## src/rtl/wb_pwm.sv

```systemverilog
// wb_pwm: Wishbone slave with four PWM channels sharing one prescaler and
// one period counter. PERIOD and DUTYn are shadow registers. Their values
// reach the active copies only at a period wrap, or on every cycle while
// GEN is off, so a running output never sees a partial update.
//
// Ports:
//   clk, reset         system clock, asynchronous active-high reset
//   wb_adr_i[31:0]     byte address, register index = wb_adr_i[4:2]
//   wb_dat_i/wb_dat_o  write / read data (read data held between reads)
//   wb_stb_i, wb_cyc_i, wb_we_i, wb_sel_i   bus request, byte lanes
//   wb_ack_o           one-cycle acknowledge, one clock after the request
//   pwm_o[3:0]         registered PWM outputs
//   intr               registered interrupt level (PDF & IEN)
//
// Register map: 0 CTRL {IEN[9], GEN[8], CHEN[3:0]}, 1 PRESCALE, 2 PERIOD,
// 3..6 DUTY0..3, 7 STATUS {GEN[1] ro, PDF[0] w1c}.
module wb_pwm #(
    parameter int cnt_width = 16
) (
    input  logic        clk,
    input  logic        reset,
    input  logic [31:0] wb_adr_i,
    input  logic [31:0] wb_dat_i,
    output logic [31:0] wb_dat_o,
    input  logic        wb_stb_i,
    input  logic        wb_cyc_i,
    input  logic        wb_we_i,
    input  logic [3:0]  wb_sel_i,
    output logic        wb_ack_o,
    output logic [3:0]  pwm_o,
    output logic        intr
);
    typedef logic [cnt_width-1:0] cnt_t;
    localparam cnt_t CNT_ONE = cnt_t'(1);

    logic        ack_q, ack_d;
    logic [31:0] dat_q, dat_d;
    logic [3:0]  chen_q, chen_d;
    logic        gen_q, gen_d, ien_q, ien_d;
    cnt_t        prescale_q, prescale_d;
    cnt_t        period_sh_q, period_sh_d, period_act_q, period_act_d;
    cnt_t        duty_sh_q [4];
    cnt_t        duty_sh_d [4];
    cnt_t        duty_act_q [4];
    cnt_t        duty_act_d [4];
    cnt_t        psc_q, psc_d, cnt_q, cnt_d;
    logic        pdf_q, pdf_d;
    logic [3:0]  pwm_q, pwm_d;
    logic        intr_q, intr_d;

    logic        req, wr, rd, pdf_clr, tick, wrap;
    logic [2:0]  idx;
    logic [1:0]  duty_idx;
    logic [31:0] ctrl_rd, ctrl_w, rd_data;
    logic        unused_ok;

    function automatic logic [31:0] merge_sel(input logic [31:0] old,
                                              input logic [31:0] d,
                                              input logic [3:0]  sel);
        logic [31:0] r;
        r = old;
        for (int b = 0; b < 4; b++)
            if (sel[b]) r[b*8 +: 8] = d[b*8 +: 8];
        return r;
    endfunction

    // Byte-lane write into a cnt_width field; lanes above the field drop out.
    function automatic cnt_t wr_cnt(input cnt_t old, input logic [31:0] d,
                                    input logic [3:0] sel);
        return cnt_t'(merge_sel(32'(old), d, sel));
    endfunction

    assign req      = wb_stb_i & wb_cyc_i & ~ack_q;
    assign wr       = req & wb_we_i;
    assign rd       = req & ~wb_we_i;
    assign idx      = wb_adr_i[4:2];
    assign duty_idx = 2'(idx - 3'd3);
    assign ctrl_rd  = {22'b0, ien_q, gen_q, 4'b0, chen_q};
    assign ctrl_w   = merge_sel(ctrl_rd, wb_dat_i, wb_sel_i);
    assign unused_ok = ^{wb_adr_i[31:5], wb_adr_i[1:0], ctrl_w[31:10], ctrl_w[7:4]};

    // psc_q can sit above a freshly lowered PRESCALE; >= makes it wrap at once.
    assign tick = gen_q && (psc_q >= prescale_q);
    assign wrap = tick && (cnt_q >= period_act_q);

    always_comb begin
        case (idx)
            3'd0:    rd_data = ctrl_rd;
            3'd1:    rd_data = 32'(prescale_q);
            3'd2:    rd_data = 32'(period_sh_q);
            3'd7:    rd_data = {30'b0, gen_q, pdf_q};
            default: rd_data = 32'(duty_sh_q[duty_idx]);
        endcase
    end

    always_comb begin
        ack_d       = req;
        dat_d       = rd ? rd_data : dat_q;
        chen_d      = chen_q;
        gen_d       = gen_q;
        ien_d       = ien_q;
        prescale_d  = prescale_q;
        period_sh_d = period_sh_q;
        duty_sh_d   = duty_sh_q;
        pdf_clr     = 1'b0;
        if (wr) begin
            case (idx)
                3'd0: begin
                    chen_d = ctrl_w[3:0];
                    gen_d  = ctrl_w[8];
                    ien_d  = ctrl_w[9];
                end
                3'd1: prescale_d  = wr_cnt(prescale_q, wb_dat_i, wb_sel_i);
                3'd2: period_sh_d = wr_cnt(period_sh_q, wb_dat_i, wb_sel_i);
                3'd7: pdf_clr     = wb_sel_i[0] & wb_dat_i[0];
                default: duty_sh_d[duty_idx] = wr_cnt(duty_sh_q[duty_idx], wb_dat_i, wb_sel_i);
            endcase
        end

        // Active copies take the pre-write shadows, so a write landing on the
        // wrap edge only shows up one period later.
        psc_d        = '0;
        cnt_d        = '0;
        period_act_d = period_sh_q;
        duty_act_d   = duty_sh_q;
        if (gen_q) begin
            psc_d = tick ? '0 : psc_q + CNT_ONE;
            cnt_d = cnt_q;
            if (tick) cnt_d = wrap ? '0 : cnt_q + CNT_ONE;
            if (!wrap) begin
                period_act_d = period_act_q;
                duty_act_d   = duty_act_q;
            end
        end

        pdf_d = wrap ? 1'b1 : (pdf_clr ? 1'b0 : pdf_q);
        for (int i = 0; i < 4; i++)
            pwm_d[i] = gen_q & chen_q[i] & (cnt_q < duty_act_q[i]);
        intr_d = pdf_q & ien_q;
    end

    always_ff @(posedge clk or posedge reset) begin
        if (reset) begin
            ack_q        <= 1'b0;
            dat_q        <= '0;
            chen_q       <= '0;
            gen_q        <= 1'b0;
            ien_q        <= 1'b0;
            prescale_q   <= '0;
            period_sh_q  <= '0;
            period_act_q <= '0;
            duty_sh_q    <= '{default: '0};
            duty_act_q   <= '{default: '0};
            psc_q        <= '0;
            cnt_q        <= '0;
            pdf_q        <= 1'b0;
            pwm_q        <= '0;
            intr_q       <= 1'b0;
        end else begin
            ack_q        <= ack_d;
            dat_q        <= dat_d;
            chen_q       <= chen_d;
            gen_q        <= gen_d;
            ien_q        <= ien_d;
            prescale_q   <= prescale_d;
            period_sh_q  <= period_sh_d;
            period_act_q <= period_act_d;
            duty_sh_q    <= duty_sh_d;
            duty_act_q   <= duty_act_d;
            psc_q        <= psc_d;
            cnt_q        <= cnt_d;
            pdf_q        <= pdf_d;
            pwm_q        <= pwm_d;
            intr_q       <= intr_d;
        end
    end

    assign wb_ack_o = ack_q;
    assign wb_dat_o = dat_q;
    assign pwm_o    = pwm_q;
    assign intr     = intr_q;
endmodule

```

## config.mk

```make
export PLATFORM = sky130hd
export DESIGN_NAME = wb_pwm
export DESIGN_NICKNAME = d
export VERILOG_FILES = /design/src/rtl/wb_pwm.sv
export SDC_FILE = /design/constraint.sdc
export NUM_CORES = 1
export LEC_CHECK = 0
export ABC_CLOCK_PERIOD_IN_PS = 13700
export BUFFER_PORTS_ARGS = -buffer_cell sky130_fd_sc_hd__buf_2
export CAP_MARGIN = 20
export CORE_MARGIN = 3
export CORE_UTILIZATION = 40
export CTS_BUF_LIST = sky130_fd_sc_hd__clkbuf_2 sky130_fd_sc_hd__clkbuf_4 sky130_fd_sc_hd__clkbuf_8
export DETAILED_ROUTE_END_ITERATION = 12
export PLACE_DENSITY = 0.6
export SLEW_MARGIN = 10
export SYNTH_ARGS = -nofsm -noshare
export SYNTH_HDL_FRONTEND = slang
export SYNTH_SLANG_ARGS = --single-unit
```

## constraint.sdc

```tcl
create_clock -name clk -period 13.7 [get_ports clk]
set_input_delay 2.74 -clock clk [delete_from_list [all_inputs] [get_ports clk]]
set_output_delay 2.74 -clock clk [all_outputs]
set_load 0.02 [all_outputs]
```

# Word level (Yosys, flattened, before mapping)
# Cells that the tools add are included.
[op_classes] n_mux=26 order_cmp=8 eq_ne=5 n_bitwise=18 reduce_logical=13 addsub=3
[op_table] op="$mux 16" count=10
[op_table] op="$mux 64" count=2
[op_table] op="$bwmux 64" count=1
[op_table] op="$lt 16x16->1" count=4
[op_table] op="$pmux 16 s4" count=1
[op_table] op="$mux 8" count=6
[op_table] op="$add 16x1->16 const B" count=2
[op_table] op="$bmux 16 s2" count=1
[op_table] op="$demux 16 s2" count=1
[op_table] op="$ge 16x16->1" count=2
[op_table] op="$reduce_and 3->1" count=6
[op_table] op="$and 1x1->1" count=14
[op_table] op="$mux 1" count=4
[op_table] op="$ne 2x1->1 const B" count=2
[op_table] op="$reduce_or 4->1" count=1
[op_table] op="$eq 3x1->1 const B" count=1
[op_table] op="$eq 3x2->1 const B" count=1
[op_table] op="$eq 3x3->1 const B" count=1
[op_table] op="$ge 3x3->1 const B" count=1
[op_table] op="$logic_and 1x1->1" count=3
[op_table] op="$logic_not 3->1" count=1
[op_table] op="$lt 3x1->1 const B" count=1
[op_table] op="$not 1->1" count=3
[op_table] op="$not 2->3" count=1
[op_table] op="other kinds (3)" count=3
[totals] elab_cells=96 register_bits=253 output_inout_bits=38 in_bits=73

# Logic depth before layout (Yosys ltp)
[depth] depth_word=9 mapped_depth=11

# Least setup slack after synthesis
# Ideal clock, no wire load.
[synth_timing] kind="input port to flip-flop" from="in wb_adr_i[2]" to="reg dat_q[10], in the netlist wb_dat_o[10]" arrival_time_ns=5.395 stages=9 setup_slack_ns=8.168 path_cell_list="clkbuf_1 -> clkbuf_1 -> inv_1 -> ha_1 -> clkbuf_1 -> buf_2 -> mux4_2 -> a222oi_1 -> a21oi_1"
[synth_between] elab_chain_cells=6 word_cells_on_any_way=10 classes_between="add/sub (1); eq/ne (3); mux (4); bitwise (1); reduce/logical (1)"
[synth_rtl] item="from (decl)" line_no="22" source="input logic [31:0] wb_adr_i,"
[synth_rtl] item="$sub 2x2->2" line_no="77" source="assign duty_idx = 2'(idx - 3'd3);"
[synth_rtl] item="$not 2->3 (implied by the code)" line_no="92" source="default: rd_data = 32'(duty_sh_q[duty_idx]);"
[synth_rtl] item="$bmux 16 s2" line_no="92"
[synth_rtl] item="$mux 16 (implied by the code) (2 in a row)" line_no="92"
[synth_rtl] item="$pmux 16 s4 *" line_no="87" source="case (idx)"
[synth_rtl] item="to (signal assigned)" line_no="161" source="dat_q <= dat_d;"
[synth_rtl] item="to (decl)" line_no="37" source="logic [31:0] dat_q, dat_d;"
# Mark *: on every way between the ends. The rest lies on a longest branch, timed or not. The select of a mux whose other input is x is not followed.
# A chain may end at the register's enable or synchronous reset.

# Final worst setup path
[layout_timing] from="in wb_adr_i[2]" to="reg duty_sh_q[24] (netlist bit)"
[layout_between] elab_chain_cells=9 word_cells_on_any_way=21 classes_between="add/sub (1); order compare (2); eq/ne (3); mux (9); bitwise (2); reduce/logical (4)"
[layout_rtl] item="$sub 2x2->2" line_no="77"
[layout_rtl] item="$not 2->3 (implied by the code)" line_no="116" source="default: duty_sh_d[duty_idx] = wr_cnt(duty_sh_q[duty_idx], wb_dat_i, wb_sel_i);"
[layout_rtl] item="$bmux 16 s2" line_no="116"
[layout_rtl] item="$mux 16 (implied by the code) (2 in a row)" line_no="116"
[layout_rtl] item="$mux 8" line_no="63" source="if (sel[b]) r[b*8 +: 8] = d[b*8 +: 8];"
[layout_rtl] item="$mux 8" line_no="107" source="case (idx)"
[layout_rtl] item="$mux 8" line_no="106" source="if (wr) begin"
[layout_rtl] item="$bwmux 64" line_no="116"
[layout_rtl] item="to (signal assigned)" line_no="168" source="duty_sh_q <= duty_sh_d;"
[layout_rtl] item="to (decl)" line_no="42" source="cnt_t duty_sh_q [4];"
# Several ways; a longest one is shown, not always the timed one. The select of a mux whose other input is x is not followed.

==> summary.md <==
| Metric | Value |
|---|---|
| Status | complete, no violations |
| Row cnt | 63 |
| Reg2Reg Depth | 9 |
| Drt via density | 5.40 |
| Core outline area | 0.0300 sq mm |
| CP Cell Sequence | buf_2, inv_1, ha_1, buf_4, mux4_2, mux2i_1, o21ai_0 |
| Multi-input combinational cell area | 0.00567 sq mm |
| Fillers | 2873 |
| Slew HR | 37.9% |
| Post-layout instance area | 0.0137 sq mm |
| Largest family of logic cells by synthesized area | compound AO/OA/AOI/OAI gates |
| Post-synthesis sequential area ratio | 48.3% |
| Die height | approximately 180 um |
| Final Net Count | 1405 |
| DP HPWL | 21500 um |
| Grt ovf | 0 |
| Peak supply drop | 0.0753 mV |
| Placer's final routability congestion estimate | 0.830 |
| Ys flop type | dfrtp_1 |
| Cells after Synth | 1190 |
| Buf/Inv on CP | 3 |
| Critical-path top delay cell | mux4_2 |
| Setup Skew | 0.0165 ns |
| Yosys warnings | 0 |
| Starting Density | 41.0% |
| Mean post-synth cell area | 10.3 sq um |
| Final number of setup-violating endpoints | 0 |
| Largest net degree at the start of global routing | between 100 and 150 |
| Cell variety after synth | 56 |
| Power per cell area | 143 mW/mm^2 |
| Required @ worst endpoint | 14.09 ns |
| Fin crit share | 37.0% |
| Hold Buf Count CTS | 0 |
| CTS tree | built |
| Post-Synth XOR/XNOR Area | less than 1% |
| Adder-Cell Fraction of Synth Area | around 10% |
| Antenna cells | 0 |
| Static Leak | 0.00637 uW |
| CTS clk-pin slew, worst paths | approximately 0.060 ns |
| Setup TNS | 0 ns |
| DIE AREA | 0.0328 sq mm |
| Worst-Skew Late Latency | 0.54 ns |
| Worst r2r src | cnt_q[9]$_DFFE_PP0P_ |
| Port-buffer cells | 47 |
| Yosys reg bits | 237 |
| Clock root cell | clkbuf_8 |
| EDFF count, synth | 0 |
| Tmin final | around 5 ns |
| Hold crit path type | flop to flop |
| Max-slew violation count | 0 |
| DR iter-0 viols | around 730 |
| Ratio of cells with drive above 1 in the final layout | 16.2% |
| Critical Path Source Type | primary input |
| # Post-CTS Setup Buffers | 0 |
| Gr usage total | 19.5% |
| Area Overhead vs Synth | 11.3% |
| Clock Tree Buf Depth | 3 |
| Simple-gate share of the synthesized area | 11.5% |
| Hold Crit Endpoint | psc_q[0]$_DFF_PP0_ |
| Routed wire length per instance | 19.4 um |
| Final wirelength | 32000 um |
| Hold Fails Final Rpt | 0 |
| Max Cap Viol | 0 |
| Crit path max-delay family | multiplexers |
| R2r endpoint | cnt_q[7]$_DFFE_PP0P_ |
| PostCTS Resize Cnt | 0 |
| I/O pin cnt | about 110 |
| R2R setup slack | 9.97 ns |
| Register area | approximately 0.006 sq mm |
| Worst setup margin | roughly 8.6 ns |
| DRT Pass-1 Iters | 5 |
| Worst-path maximum fanout | 20 |
| CTS buffer count | 41 |
| Least-Margin Pin Slew | 0.932 ns |
| Fmax | 197 MHz |
| RSZ-0062 raised after global routing | no |
| Initial antenna violation count | 1 |
| Via count | 8925 |
| H-tree depth | 2 |
| Placement Cell Area | 0.0128 sq mm |
| Synth Area in Compound Gates | 14.7% |
| # DRC | 0 |
| Multiplexer share of the synthesized area | 8.33% |
| Hold Path Depth | 1 |
| Setup crit end kind | flop |
| Mapped Area | roughly 0.012 sq mm |
| Critical hold path startpoint | psc_q[0]$_DFF_PP0_ |
| Vias in the first global route | 8886 |
| Asr flop ratio synth | 100% |
| Setup CP Type | primary input to flop |
| Final ANT Viol Nets | 0 |
| Global-route wire length before repair | a little over 50000 um |
| Pre-CTS WS | 8.12 ns |
| CP max stage delay | 0.63 ns |
| Horiz. Die Dim | about 180 um |
| CTS sink cnt | 237 |
| Crit path DAT | 5.46 ns |
-- worst max path at each step --
stage	from	to	slack, ns	cells after the start
after global placement	wb_adr_i[2]	duty_sh_q[8]$_DFFE_PP0P_	8.16	7
final	wb_adr_i[2]	duty_sh_q[24]$_DFFE_PP0P_	8.63	7
after detailed placement	wb_adr_i[2]	duty_sh_q[43]$_DFFE_PP0P_	8.12	9
after global routing	wb_adr_i[2]	duty_sh_q[41]$_DFFE_PP0P_	8.52	9
after CTS	wb_adr_i[2]	duty_sh_q[43]$_DFFE_PP0P_	8.70	9
after floorplan	reset	chen_q[0]$_DFFE_PP0P_	4.46	1
-- registers in the layout, summed over array words and instances (netlist names), 4 cells and up --
signal	count
period_sh_q	16
duty_act_q	64
prescale_q	16
pwm_o	4
cnt_q	16
wb_dat_o	16
duty_sh_q	64
period_act_q	16
psc_q	16
chen_q	4
-- synth_stat cells (all sizes together), types with 5 or more instances --
| cell type | instances | area [sq um] |
|---|---|---|
| xnor2 | 5 | 43.8 |
| a222oi | 10 | 100 |
| nor2b | 10 | 62.6 |
| a22o | 11 | 96.3 |
| nor3 | 7 | 35.0 |
| a211oi | 5 | 37.5 |
| o21ai | 163 | 816 |
| xor2 | 9 | 78.8 |
| nand3 | 86 | 430 |
| clkbuf | 47 | 176 |
| a21oi | 31 | 155 |
| dfrtp | 237 | 5930 |
| mux2i | 16 | 160 |
| a21o | 14 | 105 |
| inv | 99 | 372 |
| buf | 30 | 201 |
| o21a | 8 | 60.1 |
| a2111oi | 5 | 50.0 |
| and3 | 8 | 50.1 |
| nand2b | 7 | 51.3 |
| nand4 | 17 | 106 |
| mux4 | 16 | 360 |
| ha | 99 | 1240 |
| a221oi | 7 | 61.3 |
| o31ai | 7 | 52.6 |
| mux2 | 43 | 503 |
| nand2 | 101 | 379 |
| o2bb2a | 5 | 50.1 |
| nor2 | 47 | 176 |
-- through the flow --
stage / power, uW / util (%) / hold WS, ns / std cells
after floorplan: 1160 / - / 0.446 / 1205
after global placement: 1280 / 42.8 / 0.470 / 1580
after detailed placement: 1290 / 42.8 / 0.468 / 1580
after CTS: 1970 / 45.6 / 0.475 / 1652
after global routing: 2070 / 45.6 / 0.504 / 1652
final: 1950 / 45.6 / 0.475 / 1652
-- area by class of cell --
type	count	share of cell area, %
flip-flops and latches	237	43.4
multi-input cells	792	41.5
clock buffers	69	6.08
well taps	390	3.57
inverters	99	2.77
repair buffers	62	2.54
clock inverters	3	0.156
-- report_power, final --
part           leakage, uW  internal, uW  switching [uW]
Clock             0.000455           380             288
Sequential         0.00318           805            58.4
Combinational      0.00273           149             271
-- worst reg2reg max path, cell delays in order, from the launching register on --
cell and delay (ns):
dfrtp_1 0.54, ha_1 0.38, and4_1 0.30, nand4_1 0.14, a221o_1 0.33, nand4_1 0.14
buf_4 0.33, buf_4 0.62, or2_0 0.64, o31ai_1 0.17
-- cell usage in the layout, fill, tap and decap left out, types with 17 or more instances in the layout --
cell type  count
a21oi_1       31
buf_2         47
clkbuf_4      19
clkbuf_8      50
dfrtp_1      237
ha_1          99
inv_1         98
mux2_2        38
nand2_1      101
nand3_1       86
nand4_1       17
nor2_1        47
o21ai_0      163
-- logic make-up (layout without fill, tap and decap cells) --
logic type,count (synthesis),in the layout
xor+xnor,14,14
buf+inv,176,233
other cells,1,16
fa+ha+maj,99,99
compound gates,290,290
mux,75,75
flops,237,237
simple gates,298,298
-- per-layer routing --
| layer | GRT usage (%) | up-vias | routed length, um |
|---|---|---|---|
| met5 | 0 | - | 0 |
| met4 | 5.97 | 0 | 927 |
| met3 | 2.98 | 63 | 1500 |
| met2 | 29.1 | 224 | 14100 |
| met1 | 29.2 | 4351 | 15400 |
| li1 | - | 4287 | - |
No activity file was read; power rests on OpenSTA's default activity.
